### src/rtl/mips_pkg.sv
//------------------------------------------------------------------------------
// Module  : mips_pkg
// Brief   : Shared fetch-stage types, instruction field positions and defaults.
// Revision: 1.0
//------------------------------------------------------------------------------
`default_nettype none

package mips_pkg;

   typedef enum logic [1:0] {
      ST_IDLE  = 2'd0,
      ST_FETCH = 2'd1,
      ST_EXEC  = 2'd2,
      ST_HALT  = 2'd3
   } state_t;

   localparam int OP_MSB    = 31;
   localparam int OP_LSB    = 26;
   localparam int FUNCT_MSB = 5;
   localparam int FUNCT_LSB = 0;

   localparam logic [31:0] RESET_PC_DEFAULT = 32'h0000_0000;

endpackage

`default_nettype wire

### src/rtl/pc_next.sv
//------------------------------------------------------------------------------
// Module  : pc_next
// Brief   : Sequential and redirect target selection (jr > jump > branch > +4).
// Revision: 1.0
//------------------------------------------------------------------------------
`default_nettype none

module pc_next (
   input  logic [31:0] i_pc,
   input  logic [25:0] i_jidx,
   input  logic [31:0] i_signimm,
   input  logic [31:0] i_jr_target,
   input  logic        i_pcsrc,
   input  logic        i_jump,
   input  logic        i_jr,
   output logic [31:0] o_pcplus4,
   output logic [31:0] o_next_pc
);

   logic [31:0] w_pcplus4;
   logic [31:0] w_jump_tgt;
   logic [31:0] w_branch_tgt;

   assign w_pcplus4    = i_pc + 32'd4;
   assign w_jump_tgt   = {w_pcplus4[31:28], i_jidx, 2'b00};
   // Shift drops signimm[31:30]; carry out of the add is discarded too.
   assign w_branch_tgt = w_pcplus4 + (i_signimm << 2);

   always_comb begin
      o_next_pc = w_pcplus4;
      if (i_jr)
         o_next_pc = i_jr_target;
      else if (i_jump)
         o_next_pc = w_jump_tgt;
      else if (i_pcsrc)
         o_next_pc = w_branch_tgt;
   end

   assign o_pcplus4 = w_pcplus4;

endmodule

`default_nettype wire

### src/rtl/fetch_unit.sv
//------------------------------------------------------------------------------
// Module  : fetch_unit
// Brief   : Instruction fetch FSM with pc, instruction register and retire count.
// Revision: 1.0
//------------------------------------------------------------------------------
`default_nettype none

module fetch_unit
   import mips_pkg::*;
#(
   parameter logic [31:0] RESET_PC = RESET_PC_DEFAULT
) (
   input  logic        clk,
   input  logic        reset,
   output logic        imem_req,
   output logic [31:0] imem_addr,
   input  logic [31:0] imem_rdata,
   input  logic        imem_ready,
   input  logic        stall,
   input  logic        pcsrc,
   input  logic        jump,
   input  logic        jr,
   input  logic [31:0] signimm,
   input  logic [31:0] jr_target,
   output logic [31:0] instr,
   output logic [5:0]  op,
   output logic [5:0]  funct,
   output logic        instr_valid,
   output logic [31:0] pc,
   output logic [31:0] pcplus4,
   output logic [31:0] instret,
   output logic        addr_err
);

   state_t      r_state;
   state_t      w_next_state;
   logic [31:0] r_pc;
   logic [31:0] r_instr;
   logic [31:0] r_instret;
   logic        r_addr_err;
   logic [31:0] w_next_pc;
   logic        w_misaligned;
   logic        w_retire;

   pc_next u_pc_next (
      .i_pc        (r_pc),
      .i_jidx      (r_instr[25:0]),
      .i_signimm   (signimm),
      .i_jr_target (jr_target),
      .i_pcsrc     (pcsrc),
      .i_jump      (jump),
      .i_jr        (jr),
      .o_pcplus4   (pcplus4),
      .o_next_pc   (w_next_pc)
   );

   assign w_misaligned = jr && (jr_target[1:0] != 2'b00);
   assign w_retire     = (r_state == ST_EXEC) && !stall;

   always_comb begin
      w_next_state = r_state;
      imem_req     = 1'b0;
      instr_valid  = 1'b0;
      case (r_state)
         ST_IDLE:  w_next_state = ST_FETCH;
         ST_FETCH: begin
            imem_req = 1'b1;
            if (imem_ready)
               w_next_state = ST_EXEC;
         end
         ST_EXEC: begin
            instr_valid = 1'b1;
            if (!stall)
               w_next_state = w_misaligned ? ST_HALT : ST_FETCH;
         end
         default:  w_next_state = ST_HALT;
      endcase
   end

   always_ff @(posedge clk or negedge reset) begin
      if (!reset) begin
         r_state    <= ST_IDLE;
         r_pc       <= RESET_PC;
         r_instr    <= 32'h0;
         r_instret  <= 32'h0;
         r_addr_err <= 1'b0;
      end else begin
         r_state <= w_next_state;
         if ((r_state == ST_FETCH) && imem_ready)
            r_instr <= imem_rdata;
         // A misaligned jr does not retire: pc and count stay on the faulting op.
         if (w_retire) begin
            if (w_misaligned) begin
               r_addr_err <= 1'b1;
            end else begin
               r_pc      <= w_next_pc;
               r_instret <= r_instret + 32'd1;
            end
         end
      end
   end

   assign imem_addr = r_pc;
   assign pc        = r_pc;
   assign instr     = r_instr;
   assign instret   = r_instret;
   assign addr_err  = r_addr_err;
   assign op        = r_instr[OP_MSB:OP_LSB];
   assign funct     = r_instr[FUNCT_MSB:FUNCT_LSB];

endmodule

`default_nettype wire

### config.mk
export PLATFORM = sky130hd
export DESIGN_NAME = fetch_unit
export DESIGN_NICKNAME = d
export VERILOG_FILES = /design/src/rtl/mips_pkg.sv /design/src/rtl/pc_next.sv /design/src/rtl/fetch_unit.sv
export SDC_FILE = /design/constraint.sdc
export NUM_CORES = 1
export LEC_CHECK = 0
export ABC_CLOCK_PERIOD_IN_PS = 7600
export CAP_MARGIN = 20
export CORE_ASPECT_RATIO = 0.7
export CORE_MARGIN = 2
export CORE_UTILIZATION = 49
export CTS_CLUSTER_DIAMETER = 60
export DETAILED_ROUTE_END_ITERATION = 6
export GPL_TIMING_DRIVEN = 0
export PLACE_DENSITY = 0.88
export SYNTH_ARGS = -nofsm -noshare
export SYNTH_HDL_FRONTEND = slang
export SYNTH_SLANG_ARGS = --single-unit
export TNS_END_PERCENT = 10
### constraint.sdc
create_clock -name clk -period 7.6 [get_ports clk]
set_input_delay 1.14 -clock clk [delete_from_list [all_inputs] [get_ports clk]]
set_output_delay 1.14 -clock clk [all_outputs]
set_load 0.005 [all_outputs]
-- After elaboration in Yosys (flattened, before gate mapping)
Cells that the tools add are included.
- add/sub/neg operators: 3
- equality and inequality tests: 4
- mux-type cells: 9
- bitwise gates (word level): 1
- reduce and logical (&&, ||, !) cells: 9
- operators with widths (cell ; count):
    $mux 32 ; 3
    $add 32x1->32 const B ; 1
    $add 32x3->32 const B ; 1
    $add 32x32->32 ; 1
    $mux 2 ; 3
    $pmux 2 s3 ; 1
    $reduce_and 2->1 ; 3
    $ne 2x2->1 const B ; 2
    $logic_and 1x1->1 ; 3
    $eq 2x1->1 const B ; 1
    $eq 2x2->1 const B ; 1
    $logic_not 2->1 ; 1
    $mux 1 ; 2
    $reduce_bool 2->1 ; 1
    $logic_not 1->1 ; 1
    $not 1->1 ; 1
- flip-flop bits (word level): 99
- input port bits: 103
- output and inout bits: 175
- logic and storage cells: 31

-- Longest topological paths before layout
Gate-level depths: netlist of run 1.
- depth after elaboration: 5
- mapped depth: 16
- depth with buffers taken out: 15

-- Hierarchy
A second synthesis of run 1 with hierarchy kept.
- cell total of the unflattened synthesis: 777
- area total of the unflattened synthesis: 7324.5 um2
- modules (own cells, without submodules) (module ; times used ; cells an instance ; area each (um2) ; sequential area each (um2)):
    fetch_unit ; 1 ; 330 ; 4340.4 ; 2477.4
    pc_next ; 1 ; 447 ; 2984.1 ; 0.0

-- Worst setup path before layout of run 1
Ideal clock, no wire load.
- path type: register -> register
- start: reg r_pc[2] (netlist: imem_addr[2])
- end: reg r_pc[31] (netlist: imem_addr[31])
- setup time: 0.127 ns
- data arrival time: 3.628 ns
- required time: 7.473 ns
- path slack: 3.845 ns
- stages on the path, launching flop included: 16
- buffers on the path: 1
- clock period less this slack: 3.755 ns
- cell sequence: dfrtp_1 ha_1 nand2_1 nor3_4 or3b_4 nor2_1 xnor2_1 ha_1 clkbuf_1 a21o_1 a21o_1 a2111oi_0 o41ai_1 a211oi_1 mux2i_1 nand3_1
- longest elaborated chain between the ends: 5
- ends and longest elaborated chain (what ; RTL line ; text):
    start, declared ; fetch_unit.sv:37 ; logic [31:0] r_pc;
    start signal, assigned ; fetch_unit.sv:96 ; r_pc <= w_next_pc;
    $add 32x3->32 ; pc_next.sv:24 ; assign w_pcplus4 = i_pc + 32'd4;
    via pcplus4[24] ; fetch_unit.sv:30 ; output logic [31:0] pcplus4,
    $add 32x32->32 ; pc_next.sv:27 ; assign w_branch_tgt = w_pcplus4 + (i_signimm << 2);
    $mux 32 ; pc_next.sv:35 ; else if (i_pcsrc)
    $mux 32 ; pc_next.sv:33 ; else if (i_jump)
    $mux 32 ; pc_next.sv:31 ; if (i_jr)
The timed path passes the listed nets, and every way through them passes these cells.
A chain may end at the register's enable or synchronous reset.

-- Final worst setup path of run 1
- start: reg r_pc[2] (netlist: imem_addr[2])
- end: reg r_pc[31] (netlist: imem_addr[31])
- longest elaborated chain between the ends: 5
- ends and longest elaborated chain (what ; RTL line):
    $add 32x3->32 * ; pc_next.sv:24
    $add 32x32->32 ; pc_next.sv:27
    $mux 32 ; pc_next.sv:35
    $mux 32 * ; pc_next.sv:33
    $mux 32 * ; pc_next.sv:31
Every way passes the cells marked *; elsewhere a longest branch is shown, timed or not.

==> metrics, run 1 <==
Sequential Power Share 26.7%; CTS Buffer Depth 2; Synth Instances 796; setup TNS 0 ns; placed standard-cell area 10200 sq um; Crit Reg-Reg Startpoint imem_addr[2]$_DFFE_PN0P_; min cycle time layout 4.74 ns; Starting Density 49.5%; HPWL Detailed 20.2 mm; Clock transition at path regs 0.08 ns; clock sink count 99; IO Count 278; end-of-flow core utilization 72.5%; final clock skew 0.00988 ns; data arrival time of the worst path 4.99 ns; most frequent cells in the layout 273 x clkdlybuf4s50_1, 99 x dfrtp_1, 69 x nand2_1; core area 14500 sq um; setup slack, reg-to-reg 2.86 ns; clk_lat worst skew 0.36 ns; Final Cell Area 10500 sq um; Internal 2.18 mW; Final Cycle Share 62.4%; Max Fclk 211 MHz; hold_sp addr_err$_DFFE_PN0P_; HP Class reg -> reg; GRT Overall Usage 32.4%; std cell rows 37; Syn Nets 937; die area 15700 sq um; H-Tree Depth 3; asr flop ratio synth 100%; Root Driver clkbuf_16; Hold Path End addr_err$_DFFE_PN0P_; hold path cells 1; cell family with most CP delay compound AO/OA/AOI/OAI gates; Critical Path End Type register; RSZ-0062 raised after global routing no; hold_buf cts 0; total congestion overflow 0; vias in the first global route 7105; P per Cell Area 347 nW/um^2; synth-to-layout area growth 46.4%; CTS tree built; R2R depth 15; worst slew pin tran 0.740 ns; top post-synthesis cells by area dfrtp_1 34%, xnor2_1 6.9%, ha_1 6.4%, mux2_2 5.2%, buf_4 4.8%; Fin. Hold Viols 0; Largest stage delay, worst path 0.55 ns; fillers 1134; first-pass GRT wire length 39.5 mm; crit path kind reg -> reg; Buf+Inv Stages, Crit Path 1; max cap viols 0; Post-synth EDFFs 0; crit path cell chain ha_1, nand2_1, nor3_4, or3b_4, nor2_1, xnor2_1, ha_1, clkbuf_1, a21o_1, a21o_1, a2111oi_0, o41ai_1, a211oi_1, mux2i_1, nand3_1; combinational power share 59.8%; DRT iter0 DRCs 656; Net Sw Frac 40.4%; post-synth cell types 72; final RePlAce weighted congestion 0.974; RR Endpoint imem_addr[31]$_DFFE_PN0P_; Syn. warnings 0; Final nets 1223; Peak VDD IR 0.000215 V; 1st-pass router iterations 5; largest net degree at the start of global routing 66; cell area after synthesis 7190 sq um; Via density 5.78; Buffers on Ports 274; Routed WL per cell 20.2 um; leak pwr 4.43 nW; # DRC 0; initial antenna violation count 0; WHS 0.479 ns; Detail Route Antenna Nets 0; slew margin rel. 50.7%; sequential share of the synthesized area 34.4%; area leader, netlist dfrtp_1; layout cells sized above 1 10.7%; cells resized by post-CTS repair 0; Clk network pwr share 13.5%; Post-synth top flop dfrtp_1; crit path max fanout 10; net switching power 1.48 mW; Worst path slowest cell a2111oi_0; number of setup buffers added after CTS 0; FF+latch count, synth 99; Avg Cell Area, Syn 9.04 sq um; most common cell after layout, fill and taps aside clkdlybuf4s50_1; via count 7408; # setup viols final 0; final-report max-slew violation count 0; Die Height 105 um; status finished, final reports clean; Worst setup SP type register; Num CTS Buffers 9; Post-Route WL 25.9 mm; post-synth top area share 34.4%; Worst EP required 7.84 ns; Antenna diodes 0; Die Wd 149 um
[per-layer routing]
layer  vias to the layer above  share of wire [%]  global-route usage, %
li1                       3414                  -                      -
met1                      3476                 42                   46.0
met2                       465                 44                   49.6
met3                        53                 12                   9.39
met4                         0                2.3                   6.94
met5                         -                  0                      0
[cells in the mapped netlist (all sizes together) (3+ instances only)]
library cell / count
ha: 37
a311oi: 3
a31oi: 7
o21bai: 6
clkbuf: 27
mux2: 33
a2111oi: 3
o31ai: 4
a221oi: 3
buf: 49
xor2: 17
nand3: 34
nor2b: 3
a21o: 13
nor2: 60
a211oi: 11
a21oi: 58
xnor2: 57
o22ai: 6
inv: 17
and3: 14
o211ai: 7
nor3: 14
and2: 4
nor4: 4
or3: 7
and4: 4
o21a: 13
dfrtp: 99
o221ai: 3
nand2: 69
nand4: 19
mux2i: 8
o21ai: 44
nand2b: 4
a31o: 3
[cells by family after synthesis]
family,count (synthesis),share of synthesized area (%)
xor gates and xnor gates,74,9.11
AOI/OAI and AO/OA,202,18.1
adders and majority gates,38,6.71
muxes,41,6.28
and+or+nand+nor,248,18.0
buffers and inverters,94,7.41
DFF,99,34.4
[registers in the layout, summed over array words and instances, names as in the netlist]
signal and cells:
r_state 2, instr 32, imem_addr 32, instret 32
addr_err 1
[power groups by stage]
stage,Sequential [mW],Clock [mW],Combinational [mW]
after detailed placement,0.976,0,2.14
after floorplan,0.894,0,1.11
after global routing,0.995,0.517,2.36
final,0.976,0.493,2.19
after CTS,0.968,0.497,2.16
after global placement,0.967,0,2.11
[layout make-up]
type / count / area (sq um) / share of cell area (%)
Clock inverter: 7 / 101 / 0.962
Sequential cell: 99 / 2480 / 23.5
Buffer: 76 / 465 / 4.42
Clock buffer: 9 / 225 / 2.14
Inverter: 18 / 67.6 / 0.641
Tap cell: 195 / 244 / 2.32
Multi-Input combinational cell: 603 / 4180 / 39.7
Timing Repair Buffer: 275 / 2770 / 26.3
[how the worst max path moves through the flow]
stage	start	end	depth (start not counted)
after floorplan	imem_addr[2]$_DFFE_PN0P_	imem_addr[31]$_DFFE_PN0P_	15
after global placement	reset	instr[3]$_DFFE_PN0P_	1
after detailed placement	imem_addr[2]$_DFFE_PN0P_	imem_addr[31]$_DFFE_PN0P_	15
after CTS	imem_addr[2]$_DFFE_PN0P_	imem_addr[31]$_DFFE_PN0P_	15
after global routing	imem_addr[2]$_DFFE_PN0P_	imem_addr[31]$_DFFE_PN0P_	14
final	imem_addr[2]$_DFFE_PN0P_	imem_addr[31]$_DFFE_PN0P_	15
[per-stage QoR]
| stage | total power, mW | instances | worst slack, ns |
|---|---|---|---|
| finish | 3.66 | 1282 | 2.86 |
| floorplan | 2.00 | 796 | 3.84 |
| global placement | 3.08 | 1265 | 1.58 |
| CTS | 3.63 | 1282 | 2.96 |
| detailed placement | 3.12 | 1266 | 2.96 |
| global route | 3.87 | 1282 | 2.56 |
Power figures use the tool's default switching activity.
==> run 2: changes to the inputs <==
--- a/config.mk
+++ b/config.mk
@@ -5,15 +5,15 @@
 export SDC_FILE = /design/constraint.sdc
 export NUM_CORES = 1
 export LEC_CHECK = 0
-export ABC_CLOCK_PERIOD_IN_PS = 7600
+export ABC_CLOCK_PERIOD_IN_PS = 4190
 export CAP_MARGIN = 20
 export CORE_ASPECT_RATIO = 0.7
 export CORE_MARGIN = 2
-export CORE_UTILIZATION = 49
+export CORE_UTILIZATION = 41
 export CTS_CLUSTER_DIAMETER = 60
 export DETAILED_ROUTE_END_ITERATION = 6
 export GPL_TIMING_DRIVEN = 0
-export PLACE_DENSITY = 0.88
+export PLACE_DENSITY = 0.79
 export SYNTH_ARGS = -nofsm -noshare
 export SYNTH_HDL_FRONTEND = slang
 export SYNTH_SLANG_ARGS = --single-unit
==> constraint.sdc (replaced) <==
create_clock -name clk -period 4.19 [get_ports clk]
set_input_delay 0.6285 -clock clk [delete_from_list [all_inputs] [get_ports clk]]
set_output_delay 0.6285 -clock clk [all_outputs]
set_load 0.005 [all_outputs]
==> run 2 against run 1 <==
- largest cell class unchanged
- count of clock-buffer cells in the layout increased by 1
- sequential cell count stayed put
- cell area increased by 1.8%
- critical path depth unchanged
==> metrics, run 2 (synthesized netlist as in run 1, its figures left out) <==
fillers 1491 (+31%); final RePlAce weighted congestion 0.978 (+0.41%); crit path max fanout 6 (-4); Die Wd 162 um (+9.1%); data arrival time of the worst path 4.29 ns (-0.70 ns); metal2 WL 11.6 mm (+2.6%); crit path to imem_addr[31]$_DFFE_PN0P_; cell family with most CP delay compound AO/OA/AOI/OAI gates; Worst setup SP type register; placed standard-cell area 10300 sq um (+0.44%); Crit Reg-Reg Startpoint imem_addr[2]$_DFFE_PN0P_; IO Count 278 (unchanged); final clock skew 0.0118 ns (+0.00192 ns); Routed WL per cell 20.2 um (-0.24%); status finished, final reports clean; R2R depth 15 (unchanged); initial antenna violation count 0 (unchanged); clk_lat worst skew 0.36 ns (about the same); leak pwr 4.49 nW (+1.3%); RSZ-0062 raised after global routing yes; Final Cell Area 10700 sq um (+1.8%); # setup viols final 0 (unchanged); std cell rows 40 (+8.1%); Peak VDD IR 0.000415 V (+93%); Final Cycle Share 96.8% (+34 points); H-Tree Depth 3 (unchanged); Post-Route WL 26.7 mm (+3.0%); min cycle time layout 4.06 ns (-0.687 ns); WL met3 2.91 mm (-6.8%); CTS Buffer Depth 2 (unchanged); HPWL Detailed 20.6 mm (+1.9%); worst slew pin tran 0.825 ns (+0.0848 ns); final-report max-slew violation count 0 (unchanged); Worst path slowest cell dfrtp_2; most common cell after layout, fill and taps aside clkdlybuf4s50_1; first-pass GRT wire length 39.9 mm (+1.1%); Detail Route Antenna Nets 0 (unchanged); total congestion overflow 0 (unchanged); P per Cell Area 627 nW/um^2 (+80%); GRT Overall Usage 28.0% (-4.5 points); DRT iter0 DRCs 573 (-13%); layout cells sized above 1 13.6% (+2.9 points); Met1 Routed Length 11.8 mm (+7.8%); Top Metal Used met4; 1st-pass router iterations 5 (unchanged); CTS tree built; via count 7382 (-0.35%); Layout Cells excl Fill 1323 (+3.2%); Clock transition at path regs 0.08 ns (about the same); max cap viols 0 (unchanged); DP Cell Count 1302 (+2.8%); Via density 5.58 (-3.4%); Stages on worst setup path 15 (unchanged); setup slack, reg-to-reg 0.13 ns (-2.72 ns); synth-to-layout area growth 49.0%; # DRC 0 (unchanged); Num CTS Buffers 9 (unchanged); clock sink count 99 (unchanged); crit path kind reg -> reg; Largest stage delay, worst path 0.45 ns (-0.10 ns); core area 17200 sq um (+18%); crit path cell chain ha_1, nand2_1, nor3_4, buf_4, nor2b_1, nand4_1, xnor2_2, ha_1, a21oi_1, nor2_1, a211o_1, o311a_1, a211oi_4, mux2i_1, nand3_1; Critical Path Start imem_addr[2]$_DFFE_PN0P_; Die Height 115 um (+9.0%); Antenna diodes 0 (unchanged); Final nets 1228 (+0.41%); Buffers on Ports 274 (unchanged); vias in the first global route 7092 (-0.18%); PnR worst setup slack 0.133 ns (-2.72 ns); largest net degree at the start of global routing 66 (unchanged); Starting Density 41.9% (-7.6 points); total power 6.72 mW (+84%); most frequent CP cell ha_1; dpl ws -0.531 ns (-3.49 ns); Root Driver clkbuf_16; slew margin rel. 45.0% (-5.7 points); RR Endpoint imem_addr[31]$_DFFE_PN0P_; die area 18600 sq um (+19%); most frequent cells in the layout 273 x clkdlybuf4s50_1, 91 x dfrtp_1, 69 x nand2_1; Critical Path End Type register; Max Fclk 246 MHz (+17%); setup TNS 0 ns (unchanged); HP Class in -> async; Buf+Inv Stages, Crit Path 1 (unchanged); Worst EP required 4.43 ns (-3.41 ns); Fin. Hold Viols 0 (unchanged)
==> run 2: timing repair <==
item | CTS | global route
resized for setup | 8 | 22
buffers inserted | 2 | 5
setup endpoints to repair | 2 | 3
pin swaps | 3 | 4
hold buffers | 0 | 0
==> run 2: report_power, final <==
part / switching, mW / internal, mW / leakage [nW]
clock network: 0.415 / 0.433 / 0.147
logic: 1.73 / 2.34 / 3.10
registers: 0.525 / 1.27 / 1.24
total: 2.67 / 4.04 / 4.49
==> run 2: area by class of cell <==
class	instances	area, sq um	share of cell area [%]
Multi-Input combinational cell	603	4300	40.1
Inverter	18	67.6	0.630
Clock buffer	10	239	2.23
Timing Repair Buffer	282	2820	26.3
Buffer	74	459	4.28
Sequential cell	99	2490	23.2
Clock inverter	6	53.8	0.502
Tap cell	231	289	2.70
==> run 2: routing by layer <==
metal,up-vias,GRT usage [%]
met5,-,0
met4,0,7.85
met3,34,8.19
met2,396,42.5
met1,3532,39.0
li1,3420,-
==> run 2: worst min-delay path by stage <==
stage / end / from
2_1_floorplan: addr_err$_DFFE_PN0P_ / reset
3_3_place_gp: addr_err$_DFFE_PN0P_ / addr_err$_DFFE_PN0P_
3_5_place_dp: addr_err$_DFFE_PN0P_ / addr_err$_DFFE_PN0P_
4_1_cts: instr[31]$_DFFE_PN0P_ / reset
5_1_grt: instr[31]$_DFFE_PN0P_ / reset
6_report: instr[4]$_DFFE_PN0P_ / reset
==> run 2: metrics by stage <==
stage | utilization (%) | hold slack [ns]
2_1_floorplan | - | 0.333
3_3_place_gp | 59.6 | 0.438
3_5_place_dp | 59.7 | 0.447
4_1_cts | 61.7 | 0.245
5_1_grt | 62.4 | 0.260
6_report | 62.4 | 0.227
==> run 3: changes to the inputs <==
--- a/config.mk
+++ b/config.mk
@@ -6,7 +6,7 @@
 export NUM_CORES = 1
 export LEC_CHECK = 0
 export ABC_CLOCK_PERIOD_IN_PS = 4190
-export CAP_MARGIN = 20
+export CAP_MARGIN = 30
 export CORE_ASPECT_RATIO = 0.7
 export CORE_MARGIN = 2
 export CORE_UTILIZATION = 41
==> results of run 3 <==
Same layout as run 2: the final DEF is identical, and so are final timing and power.
